[config.mk]
export PLATFORM = sky130hd
export DESIGN_NAME = vga_timing_gen_flat
export DESIGN_NICKNAME = d
export VERILOG_FILES = /design/src/rtl/vga_timing_gen_pkg.sv /design/src/rtl/vga_timing_gen_if.sv /design/src/rtl/vga_timing_gen_axis.sv /design/src/rtl/vga_timing_gen.sv /design/src/flat_wrapper.sv
export SDC_FILE = /design/constraint.sdc
export NUM_CORES = 1
export LEC_CHECK = 0
export CAP_MARGIN = 20
export CORE_MARGIN = 2
export CORE_UTILIZATION = 46
export DETAILED_ROUTE_END_ITERATION = 12
export PLACE_DENSITY = 0.73
export SETUP_SLACK_MARGIN = 0.15
export SYNTH_ARGS = -nofsm -noshare
export SYNTH_HDL_FRONTEND = slang
export SYNTH_SLANG_ARGS = --single-unit
[constraint.sdc]
create_clock -name CLK_PIXEL -period 2.14 [get_ports CLK_PIXEL]
set_clock_uncertainty 0.1 [all_clocks]
set_input_delay 0.428 -clock CLK_PIXEL [delete_from_list [all_inputs] [get_ports CLK_PIXEL]]
set_output_delay 0.428 -clock CLK_PIXEL [all_outputs]
set_load 0.01 [all_outputs]
[src/rtl/vga_timing_gen_pkg.sv]
// Timing constants for the 640x480 @ 60 Hz VGA raster generator.
// Holds default porch/sync widths, the counter width and derived
// totals and sync window positions.
package vga_timing_pkg;

   localparam int CNT_W = 11;

   localparam int H_VISIBLE_DEF = 640;
   localparam int H_FRONT_DEF   = 16;
   localparam int H_SYNC_DEF    = 96;
   localparam int H_BACK_DEF    = 48;

   localparam int V_VISIBLE_DEF = 480;
   localparam int V_FRONT_DEF   = 10;
   localparam int V_SYNC_DEF    = 2;
   localparam int V_BACK_DEF    = 33;

   // Length of one axis period in counter steps.
   function automatic int axis_total(int visible, int front, int sync, int back);
      return visible + front + sync + back;
   endfunction

   localparam int H_TOTAL      = axis_total(H_VISIBLE_DEF, H_FRONT_DEF, H_SYNC_DEF, H_BACK_DEF);
   localparam int V_TOTAL      = axis_total(V_VISIBLE_DEF, V_FRONT_DEF, V_SYNC_DEF, V_BACK_DEF);
   localparam int H_SYNC_START = H_VISIBLE_DEF + H_FRONT_DEF;
   localparam int H_SYNC_END   = H_SYNC_START + H_SYNC_DEF;
   localparam int V_SYNC_START = V_VISIBLE_DEF + V_FRONT_DEF;
   localparam int V_SYNC_END   = V_SYNC_START + V_SYNC_DEF;

endpackage

[src/rtl/vga_timing_gen_if.sv]
// Raster output bundle: syncs, beam position and visibility qualifier.
// frame_start exists only when VGA_TIMING_FRAME_START_EN is defined.
interface vga_timing_gen_if;
   import vga_timing_pkg::*;

   logic             VGA_HSYNC;
   logic             VGA_VSYNC;
   logic [CNT_W-1:0] pixel_x;
   logic [CNT_W-1:0] pixel_y;
   logic             on_screen;
`ifdef VGA_TIMING_FRAME_START_EN
   logic             frame_start;
`endif

   modport master (
      output VGA_HSYNC, VGA_VSYNC, pixel_x, pixel_y, on_screen
`ifdef VGA_TIMING_FRAME_START_EN
      , output frame_start
`endif
   );

   modport slave (
      input VGA_HSYNC, VGA_VSYNC, pixel_x, pixel_y, on_screen
`ifdef VGA_TIMING_FRAME_START_EN
      , input frame_start
`endif
   );

endinterface

[src/rtl/vga_timing_gen_axis.sv]
// One raster axis: wrapping position counter with registered active-low
// sync and visible flags. Sync/visible are decoded from the next count so
// they always match the count held in the same flop stage.
module vga_axis_counter
   import vga_timing_pkg::*;
#(
   parameter int VISIBLE = H_VISIBLE_DEF,
   parameter int FRONT   = H_FRONT_DEF,
   parameter int SYNC    = H_SYNC_DEF,
   parameter int BACK    = H_BACK_DEF
) (
   input  logic             clk_i,
   input  logic             rst_ni,
   input  logic             adv_i,
   output logic [CNT_W-1:0] cnt_o,
   output logic             sync_n_o,
   output logic             vis_o,
   output logic             wrap_o
);

   localparam int               TOTAL   = axis_total(VISIBLE, FRONT, SYNC, BACK);
   localparam logic [CNT_W-1:0] LAST    = CNT_W'(TOTAL - 1);
   localparam logic [CNT_W-1:0] VIS_END = CNT_W'(VISIBLE);
   localparam logic [CNT_W-1:0] SYNC_S  = CNT_W'(VISIBLE + FRONT);
   localparam logic [CNT_W-1:0] SYNC_E  = CNT_W'(VISIBLE + FRONT + SYNC);

   logic [CNT_W-1:0] cnt_q, cnt_d;
   logic             sync_n_q, sync_n_d;
   logic             vis_q, vis_d;

   // Wrap is qualified by the advance so the next axis steps exactly once.
   assign wrap_o = adv_i && (cnt_q == LAST);

   // Next count and the flags that belong to it.
   always_comb begin
      cnt_d = cnt_q;
      if (adv_i) cnt_d = wrap_o ? '0 : cnt_q + CNT_W'(1);
      sync_n_d = !((cnt_d >= SYNC_S) && (cnt_d < SYNC_E));
      vis_d    = (cnt_d < VIS_END);
   end

   // Reset parks on the last (blanked) position so the first edge lands on 0.
   always_ff @(posedge clk_i or negedge rst_ni) begin
      if (!rst_ni) begin
         cnt_q    <= LAST;
         sync_n_q <= 1'b1;
         vis_q    <= 1'b0;
      end else begin
         cnt_q    <= cnt_d;
         sync_n_q <= sync_n_d;
         vis_q    <= vis_d;
      end
   end

   assign cnt_o    = cnt_q;
   assign sync_n_o = sync_n_q;
   assign vis_o    = vis_q;

endmodule

[src/rtl/vga_timing_gen.sv]
// VGA raster timing generator: horizontal counter runs every pixel clock,
// vertical counter steps on the horizontal wrap. All outputs come from flops.
// Optional frame_start pulse enabled by VGA_TIMING_FRAME_START_EN.
module vga_timing_gen
   import vga_timing_pkg::*;
#(
   parameter int H_VISIBLE = H_VISIBLE_DEF,
   parameter int H_FRONT   = H_FRONT_DEF,
   parameter int H_SYNC    = H_SYNC_DEF,
   parameter int H_BACK    = H_BACK_DEF,
   parameter int V_VISIBLE = V_VISIBLE_DEF,
   parameter int V_FRONT   = V_FRONT_DEF,
   parameter int V_SYNC    = V_SYNC_DEF,
   parameter int V_BACK    = V_BACK_DEF
) (
   input  logic               CLK_PIXEL,
   input  logic               RST,
   vga_timing_gen_if.master   vga
);

   logic [CNT_W-1:0] h_cnt, v_cnt;
   logic             h_sync_n, v_sync_n;
   logic             h_vis, v_vis;
   logic             h_wrap, v_wrap;

   vga_axis_counter #(
      .VISIBLE (H_VISIBLE),
      .FRONT   (H_FRONT),
      .SYNC    (H_SYNC),
      .BACK    (H_BACK)
   ) u_h (
      .clk_i    (CLK_PIXEL),
      .rst_ni   (RST),
      .adv_i    (1'b1),
      .cnt_o    (h_cnt),
      .sync_n_o (h_sync_n),
      .vis_o    (h_vis),
      .wrap_o   (h_wrap)
   );

   vga_axis_counter #(
      .VISIBLE (V_VISIBLE),
      .FRONT   (V_FRONT),
      .SYNC    (V_SYNC),
      .BACK    (V_BACK)
   ) u_v (
      .clk_i    (CLK_PIXEL),
      .rst_ni   (RST),
      .adv_i    (h_wrap),
      .cnt_o    (v_cnt),
      .sync_n_o (v_sync_n),
      .vis_o    (v_vis),
      .wrap_o   (v_wrap)
   );

   assign vga.pixel_x   = h_cnt;
   assign vga.pixel_y   = v_cnt;
   assign vga.VGA_HSYNC = h_sync_n;
   assign vga.VGA_VSYNC = v_sync_n;
   assign vga.on_screen = h_vis & v_vis;

`ifdef VGA_TIMING_FRAME_START_EN
   logic fs_q, fs_d;

   // Both axes wrapping together means the next position is (0,0).
   assign fs_d = h_wrap & v_wrap;

   // Register the pulse so it lines up with the (0,0) counter state.
   always_ff @(posedge CLK_PIXEL or negedge RST) begin
      if (!RST) fs_q <= 1'b0;
      else      fs_q <= fs_d;
   end

   assign vga.frame_start = fs_q;
`else
   // The vertical wrap only drives frame_start; sink it when that is absent.
   logic unused_v_wrap;
   assign unused_v_wrap = v_wrap;
`endif

endmodule

[src/flat_wrapper.sv]
// flat-port wrapper written by rule: the top's interface ports become plain ports
module vga_timing_gen_flat import vga_timing_pkg::*;
#(
   parameter int H_VISIBLE = H_VISIBLE_DEF,
   parameter int H_FRONT   = H_FRONT_DEF,
   parameter int H_SYNC    = H_SYNC_DEF,
   parameter int H_BACK    = H_BACK_DEF,
   parameter int V_VISIBLE = V_VISIBLE_DEF,
   parameter int V_FRONT   = V_FRONT_DEF,
   parameter int V_SYNC    = V_SYNC_DEF,
   parameter int V_BACK    = V_BACK_DEF
)
  (CLK_PIXEL, RST, vga_VGA_HSYNC, vga_VGA_VSYNC, vga_pixel_x, vga_pixel_y, vga_on_screen);
  vga_timing_gen_if vga_i ();
  input  logic CLK_PIXEL;
  input  logic RST;
  output wire logic [$bits(vga_i.VGA_HSYNC)-1:0] vga_VGA_HSYNC;
  output wire logic [$bits(vga_i.VGA_VSYNC)-1:0] vga_VGA_VSYNC;
  output wire logic [$bits(vga_i.pixel_x)-1:0] vga_pixel_x;
  output wire logic [$bits(vga_i.pixel_y)-1:0] vga_pixel_y;
  output wire logic [$bits(vga_i.on_screen)-1:0] vga_on_screen;
  assign vga_VGA_HSYNC = vga_i.VGA_HSYNC;
  assign vga_VGA_VSYNC = vga_i.VGA_VSYNC;
  assign vga_pixel_x = vga_i.pixel_x;
  assign vga_pixel_y = vga_i.pixel_y;
  assign vga_on_screen = vga_i.on_screen;
  vga_timing_gen #(.H_VISIBLE(H_VISIBLE), .H_FRONT(H_FRONT), .H_SYNC(H_SYNC), .H_BACK(H_BACK), .V_VISIBLE(V_VISIBLE), .V_FRONT(V_FRONT), .V_SYNC(V_SYNC), .V_BACK(V_BACK)) u_core (.CLK_PIXEL(CLK_PIXEL), .RST(RST), .vga(vga_i));
endmodule
==> key figures, run 1 <==
Outcome
  • Outcome: finished with violations
  • Violated checks: negative setup slack

Power and ir drop
  • Total Power: 853 µW
  • Switch Pwr: 167 µW
  • Leak pwr: 1.24 nW
  • Combinational power share: 0.014
  • Sequential power share: 0.578
  • P_int: 685 µW
  • Clk network pwr share: 0.408
  • Max rail drop VDD: 0.334 mV
  • Sw frac: 0.196
  • P per Cell Area: 359 nW/µm²

Layout
  • Syn-to-layout area delta: 63.1%
  • Final net count: 222
  • Most frequent cells in the layout: 37 x buf_4, 12 x dfstp_2, 10 x nand2_1, 10 x clkdlybuf4s50_1, 10 x dfrtp_1
  • Share of cells above drive strength 1: 0.465
  • Most common cell after layout, fill and taps aside: buf_4
  • Post-route cell area: 2370 µm²
  • Ant. Diodes: 0

Worst setup path
  • Critical path peak fanout: 5
  • CP Capture Type: register
  • Cell chain of the critical path: or4_4 -> or3_4 -> buf_4 -> or3_4 -> xnor2_1
  • CP top delay family: simple AND/OR/NAND/NOR gates
  • Most used cell, CP: or3_4
  • CP required: 2270 ps
  • Largest stage delay, worst path: 590 ps
  • WP data arrival: 2450 ps
  • Crit start category: register
  • CP max-delay cell: or4_4
  • Setup CP Type: reg -> reg
  • WP buf/inv: 1

Yosys
  • Register area share after synthesis: 0.457
  • Area contributors post-synth: dfrtp_1 24%, dfstp_2 22%, xnor2_1 5.4%, nand2_1 3.6%, ha_1 3.4%
  • Synth Area per Inst: 10.3 µm²
  • Seq cells post-synth: 26
  • Top FF cell, synth: dfrtp_1
  • Cell count after synthesis: 142
  • Netlist cell types: 47
  • Leading area contributor after synthesis: dfrtp_1
  • Mapped Area: 1460 µm²
  • Post-synth EDFFs: 0
  • Syn Nets: 148
  • Async set-reset flop share out of synthesis: 1.00
  • Yosys top cell area share: 0.241
  • Number of synthesis warnings: 0

Clocking
  • Max Buffers Root-to-Sink: 2
  • Clock Latency Late Sink: 340 ps
  • Root Driver: clkbuf_4
  • CTS Buf Count: 3
  • CTS tree: done
  • Sink Count: 26
  • Clock slew at reported path FFs: 150 ps
  • H-Tree Depth: 1

Placed design
  • Hpwl dp: 2.72 mm
  • Placer Congestion: 0.873
  • Placed cell area: 2000 µm²
  • Input/output buffers: 26

Global route
  • Vias in the first global route: 1481
  • Largest net degree at the start of global routing: 27
  • Initial antenna violation count: 0
  • First-pass GRT wire length: 7.05 mm
  • Total GRT Usage: 0.270
  • Grt ovf: 0

Timing
  • RSZ-0062 raised after global routing: yes
  • Slew headroom: 0.760
  • Final period utilization: 1.08
  • Slew Viols, Final: 0
  • Endpoints failing setup: 8
  • Hold Vio Cnt, Final: 0
  • Final Critical Period: 2320 ps
  • Slew @ Worst Pin: 355 ps
  • PnR worst setup slack: -179 ps
  • Fmax: 431 MHz

Routing
  • Vias: 1443
  • Final wirelength: 4.70 mm
  • Via-to-Cell Ratio: 5.57
  • DR pass1 iterations: 4
  • DR iter-0 viols: 65
  • Drt drc: 0
  • ANT nets after route: 0
  • Routed WL per cell: 18.1 µm

Min path
  • Worst hold path class: in -> async

Floorplanning
  • Area of the core: 3030 µm²
  • DIE AREA: 3630 µm²
  • Initial Utilization: 0.481
  • Die X: 60.3 µm
  • # rows: 20
  • Height of the die: 60.3 µm
  • Ports: 27

Job
  • Max-cap violations: 0
final timing paths:
path | startpoint | to | slack, ps | depth (start not counted)
hold reg to reg | u_core.u_v.cnt_o[10]$_DFF_PN0_ | u_core.u_v.cnt_o[10]$_DFF_PN0_ | 480 | 1
max in group asynchronous | RST | u_core.u_h.cnt_o[4]$_DFF_PN1_ | 1300 | 2
setup / recovery | u_core.u_h.cnt_o[7]$_DFF_PN0_ | u_core.u_v.cnt_o[6]$_DFF_PN0_ | -180 | 5
setup reg to reg | u_core.u_h.cnt_o[7]$_DFF_PN0_ | u_core.u_v.cnt_o[6]$_DFF_PN0_ | -180 | 5
hold / removal | RST | u_core.u_h.cnt_o[10]$_DFF_PN0_ | 330 | 2
min in group CLK_PIXEL | u_core.u_v.cnt_o[10]$_DFF_PN0_ | u_core.u_v.cnt_o[10]$_DFF_PN0_ | 480 | 1
final cells by class:
cell class | count | area [µm²]
inverter | 8 | 30.0
clock buffer | 3 | 22.5
tap | 44 | 55.1
timing repair buffer | 73 | 673
clock inverter | 1 | 30.0
multi-input combinational | 104 | 893
sequential | 26 | 671
fill | 184 | 653
state kept, by name, indices dropped and copies added (netlist names):
signal / count
u_core.u_v.sync_n_o: 1
u_core.u_h.cnt_o: 11
u_core.u_h.sync_n_o: 1
u_core.u_h.vis_o: 1
u_core.u_v.cnt_o: 11
u_core.u_v.vis_o: 1
metal layers:
| metal | wire length, µm | vias up | share of wire | global-route usage |
|---|---|---|---|---|
| li1 | - | 647 | - | - |
| met1 | 1850 | 717 | 0.39 | 0.316 |
| met2 | 2460 | 63 | 0.52 | 0.463 |
| met3 | 237 | 16 | 0.050 | 0.0433 |
| met4 | 153 | 0 | 0.033 | 0.152 |
| met5 | 0 | - | 0 | 0 |
power groups by stage:
stage / Sequential (mW) / Clock (mW) / Combinational, mW
floorplan: 0.501 / 0 / 0.000000339
global placement: 0.501 / 0 / 0.0128
CTS: 0.493 / 0.345 / 0.0129
detailed placement: 0.501 / 0 / 0.0129
global route: 0.493 / 0.372 / 0.0146
finish: 0.493 / 0.348 / 0.0124
through the flow:
stage / TNS, ps / util / worst slack, ps / cells / hold slack, ps
4_1_cts: -236 / 0.740 / -108 / 254 / 346
6_report: -626 / 0.784 / -179 / 259 / 334
5_1_grt: -1400 / 0.784 / -247 / 259 / 370
3_5_place_dp: -661 / 0.662 / -201 / 239 / 462
2_1_floorplan: -338 / - / -125 / 142 / 32.4
3_3_place_gp: -426 / 0.662 / -129 / 239 / 457
cells in the mapped netlist, types with 4 or more instances:
cell type	n
ha_1	4
nand2b_1	4
nor2_1	10
o21ai_1	4
nand2_1	14
nand3_1	7
dfstp_2	12
a21oi_1	5
xor2_1	5
xnor2_1	9
dfrtp_1	14
inv_1	8
nand4_1	4
cells by family (layout without fill, tap and decap cells):
family | after synthesis | after routing | share of synthesized area
adders and majority gates | 4 | 4 | 0.0344
DFF | 26 | 26 | 0.457
xor gates and xnor gates | 14 | 14 | 0.0842
AOI/OAI and AO/OA | 22 | 22 | 0.110
muxes | 2 | 2 | 0.0146
buffers and inverters | 12 | 85 | 0.0344
and+or+nand+nor | 62 | 62 | 0.265
what timing repair did:
| item | 4_1_cts | 5_1_grt |
|---|---|---|
| endpoints found under the setup margin | 23 | 31 |
| gates resized for setup | 33 | 25 |
| gates cloned | 0 | 0 |
| pin swaps | 13 | 8 |
| hold endpoints to repair | 0 | 0 |
| buffers inserted | 11 | 5 |
| hold buffers | 0 | 0 |
Note: power is estimated with default switching activity, not from simulation.
==> run 2: changes to the inputs <==
--- a/config.mk
+++ b/config.mk
@@ -6,11 +6,15 @@
 export NUM_CORES = 1
 export LEC_CHECK = 0
 export CAP_MARGIN = 20
+export CELL_PAD_IN_SITES_DETAIL_PLACEMENT = 2
+export CELL_PAD_IN_SITES_GLOBAL_PLACEMENT = 2
 export CORE_MARGIN = 2
-export CORE_UTILIZATION = 46
+export CORE_UTILIZATION = 30
+export CTS_CLUSTER_SIZE = 20
 export DETAILED_ROUTE_END_ITERATION = 12
-export PLACE_DENSITY = 0.73
+export PLACE_DENSITY = 0.74
 export SETUP_SLACK_MARGIN = 0.15
 export SYNTH_ARGS = -nofsm -noshare
 export SYNTH_HDL_FRONTEND = slang
+export SYNTH_HIERARCHICAL = 1
 export SYNTH_SLANG_ARGS = --single-unit
==> key figures, run 2 <==
Clocking
  • Sink Count: 26
  • Max Buffers Root-to-Sink: 2
  • Root Driver: clkbuf_8
  • CTS tree: done
  • Hold buffers post-CTS: 0
  • Clock Latency Late Sink: 290 ps
  • H-Tree Depth: 1
  • CTS Buf Count: 3
  • Clock slew at reported path FFs: 100 ps

Timing
  • Fmax: 476 MHz
  • Post-route setup TNS: 0 ps
  • Hold Vio Cnt, Final: 0
  • Final Critical Period: 2100 ps
  • Final period utilization: 0.981
  • Endpoints failing setup: 0
  • Slew Viols, Final: 0
  • Hold slack final: 408 ps
  • RSZ-0062 raised after global routing: yes

Placed design
  • Placed Instances: 261
  • Input/output buffers: 26
  • Placer Congestion: 0.773
  • Hpwl dp: 3.53 mm

Global route
  • Total GRT Usage: 0.190
  • Largest net degree at the start of global routing: 27
  • Vias in the first global route: 1542
  • First-pass GRT wire length: 8.77 mm
  • Met1 usage in global routing: 0.243
  • Met2 usage: 0.319
  • Grt ovf: 0
  • GR peak layer: met2
  • Initial antenna violation count: 0
  • Met3 Use GR: 0.0291

Power and ir drop
  • Combinational power share: 0.370
  • Switch Pwr: 508 µW
  • P_int: 993 µW
  • Max rail drop VDD: 0.371 mV
  • Sw frac: 0.339
  • Clk network pwr share: 0.228
  • P per Cell Area: 641 nW/µm²
  • Sequential power share: 0.402
  • Leak pwr: 1.05 nW

Job
  • Max-cap violations: 0

Routing
  • Final wirelength: 5.56 mm
  • DR iter-0 viols: 39
  • Via-to-Cell Ratio: 5.08
  • Routed WL per cell: 19.7 µm
  • DR pass1 iterations: 4
  • Vias: 1432
  • Drt drc: 0
  • ANT nets after route: 0

Worst setup path
  • WP data arrival: 2230 ps
  • Reg2reg path depth: 10
  • Cell chain of the critical path: nor4_4 -> nand2_2 -> nor2_4 -> buf_4 -> buf_6 -> nand2_1 -> nand2b_1 -> a21oi_2 -> o21bai_1 -> nand4b_1
  • CP top delay family: simple AND/OR/NAND/NOR gates
  • Largest stage delay, worst path: 420 ps
  • Crit start category: register
  • Critical path depth: 10
  • CP max-delay cell: dfrtp_1
  • CP Capture Type: register
  • WP buf/inv: 2
  • Setup CP Type: reg -> reg
  • Critical path peak fanout: 6
  • CP required: 2270 ps

Yosys
  • Synth Area per Inst: 10.2 µm²
  • Mapped Area: 1630 µm²
  • Synth cell count leaders: 15 x nand2_1, 14 x dfrtp_1, 12 x dfstp_2, 12 x xnor2_1
  • Top-count cell post-synth: nand2_1
  • Async set-reset flop share out of synthesis: 1.00
  • Post-synth EDFFs: 0
  • Cell count after synthesis: 160
  • Seq cells post-synth: 26
  • Area contributors post-synth: dfrtp_1 21%, dfstp_2 19%, xnor2_1 6.4%, nand2_1 3.5%, xor2_1 3.2%
  • Number of synthesis warnings: 6
  • Netlist cell types: 53
  • Leading area contributor after synthesis: dfrtp_1
  • Syn Nets: 165
  • Top FF cell, synth: dfrtp_1
  • Register area share after synthesis: 0.408
  • Yosys top cell area share: 0.215

Floorplanning
  • Ports: 27
  • Die X: 77.7 µm
  • DIE AREA: 6040 µm²
  • # rows: 26
  • Height of the die: 77.7 µm
  • Area of the core: 5170 µm²
  • Initial Utilization: 0.315

Layout
  • Most frequent cells in the layout: 28 x buf_4, 16 x clkdlybuf4s50_1, 14 x nand2_1
  • Ant. Diodes: 0
  • Final core utilization: 0.453
  • Share of cells above drive strength 1: 0.396
  • Area of the multi-input gates: 1010 µm²
  • FILL cells: 534
  • Post-Layout Cell Count: 282
  • Final net count: 218
  • Most common cell after layout, fill and taps aside: buf_4
  • Storage cell area: 668 µm²
  • Syn-to-layout area delta: 43.5%

Outcome
  • Outcome: completed

Min path
  • Worst hold path class: in -> async
run 2: changes by cell type after synthesis, sizes merged, moves of 2 or more:
cell   before  now
xnor2       9   12
nor4        1    5
nand2      14   17
nor4b       2    0
nand3       7   11
buf         2    5
and2        1    3
run 2: power by group through the flow:
stage | registers, mW | clock network (mW) | logic [mW]
after global routing | 0.610 | 0.365 | 0.603
after detailed placement | 0.634 | 0 | 0.469
after global placement | 0.625 | 0 | 0.453
after CTS | 0.603 | 0.352 | 0.520
final | 0.603 | 0.343 | 0.555
after floorplan | 0.672 | 0 | 0.234
run 2: path summary, 6_finish.rpt:
| path | startpoint | to | slack (ps) |
|---|---|---|---|
| worst max-delay path | u_core/u_h/cnt_o[5]$_DFF_PN0_ | u_core/u_v/sync_n_o$_DFF_PN1_ | 40 |
| worst min-delay path | RST | u_core/u_v/cnt_o[1]$_DFF_PN0_ | 410 |
| worst max register to register | u_core/u_h/cnt_o[5]$_DFF_PN0_ | u_core/u_v/sync_n_o$_DFF_PN1_ | 40 |
| worst min register to register | u_core/u_v/cnt_o[9]$_DFF_PN1_ | u_core/u_v/cnt_o[9]$_DFF_PN1_ | 480 |
| max in group asynchronous | RST | u_core/u_v/cnt_o[2]$_DFF_PN1_ | 1220 |
| min in group CLK_PIXEL | u_core/u_v/cnt_o[9]$_DFF_PN1_ | u_core/u_v/cnt_o[9]$_DFF_PN1_ | 480 |
run 2: cell type report:
type,instances,area share
flip-flops and latches,26,0.285
repair buffers,56,0.212
clock buffers,4,0.0235
well taps,70,0.0374
inverters,7,0.0112
multi-input cells,119,0.431
run 2: stage by stage:
step / cell area (µm²) / setup WS [ps] / power (mW)
finish: 2340 / 40.2 / 1.50
CTS: 2190 / 66.3 / 1.48
detailed placement: 2020 / -5.06 / 1.10
floorplan: 1660 / -55.0 / 0.907
global placement: 2020 / 133 / 1.08
global route: 2340 / -74.6 / 1.58
run 2: repair_timing:
| action | 4_1_cts | 5_1_grt |
|---|---|---|
| endpoints found under the setup margin | 17 | 19 |
| cloned | 0 | 0 |
| resized for setup | 12 | 24 |
| buffers inserted | 13 | 4 |
| pin swaps | 9 | 10 |
run 2: worst reg2reg max path, cell delays in order, from the launching register on:
cell	delay [ps]
dfrtp_1	420
nor4_4	320
nand2_2	120
nor2_4	200
buf_4	160
buf_6	130
nand2_1	90
nand2b_1	110
a21oi_2	60
o21bai_1	190
nand4b_1	150
run 2: cells by family (layout without fill, tap and decap cells):
family | after synthesis | after routing | share of synthesized area
compound gates | 23 | 23 | 0.0951
xor+xnor | 18 | 18 | 0.0966
fa+ha+maj | 3 | 3 | 0.0230
buf+inv | 15 | 67 | 0.0575
flops | 26 | 26 | 0.408
mux | 3 | 3 | 0.0192
other cells | 1 | 1 | 0.00230
simple gates | 71 | 71 | 0.298
run 2: layer usage:
| metal | wire, µm | vias up |
|---|---|---|
| li1 | - | 667 |
| met1 | 2410 | 725 |
| met3 | 167 | 11 |
| met4 | 153 | 0 |
| met5 | 0 | - |
| met2 | 2830 | 29 |
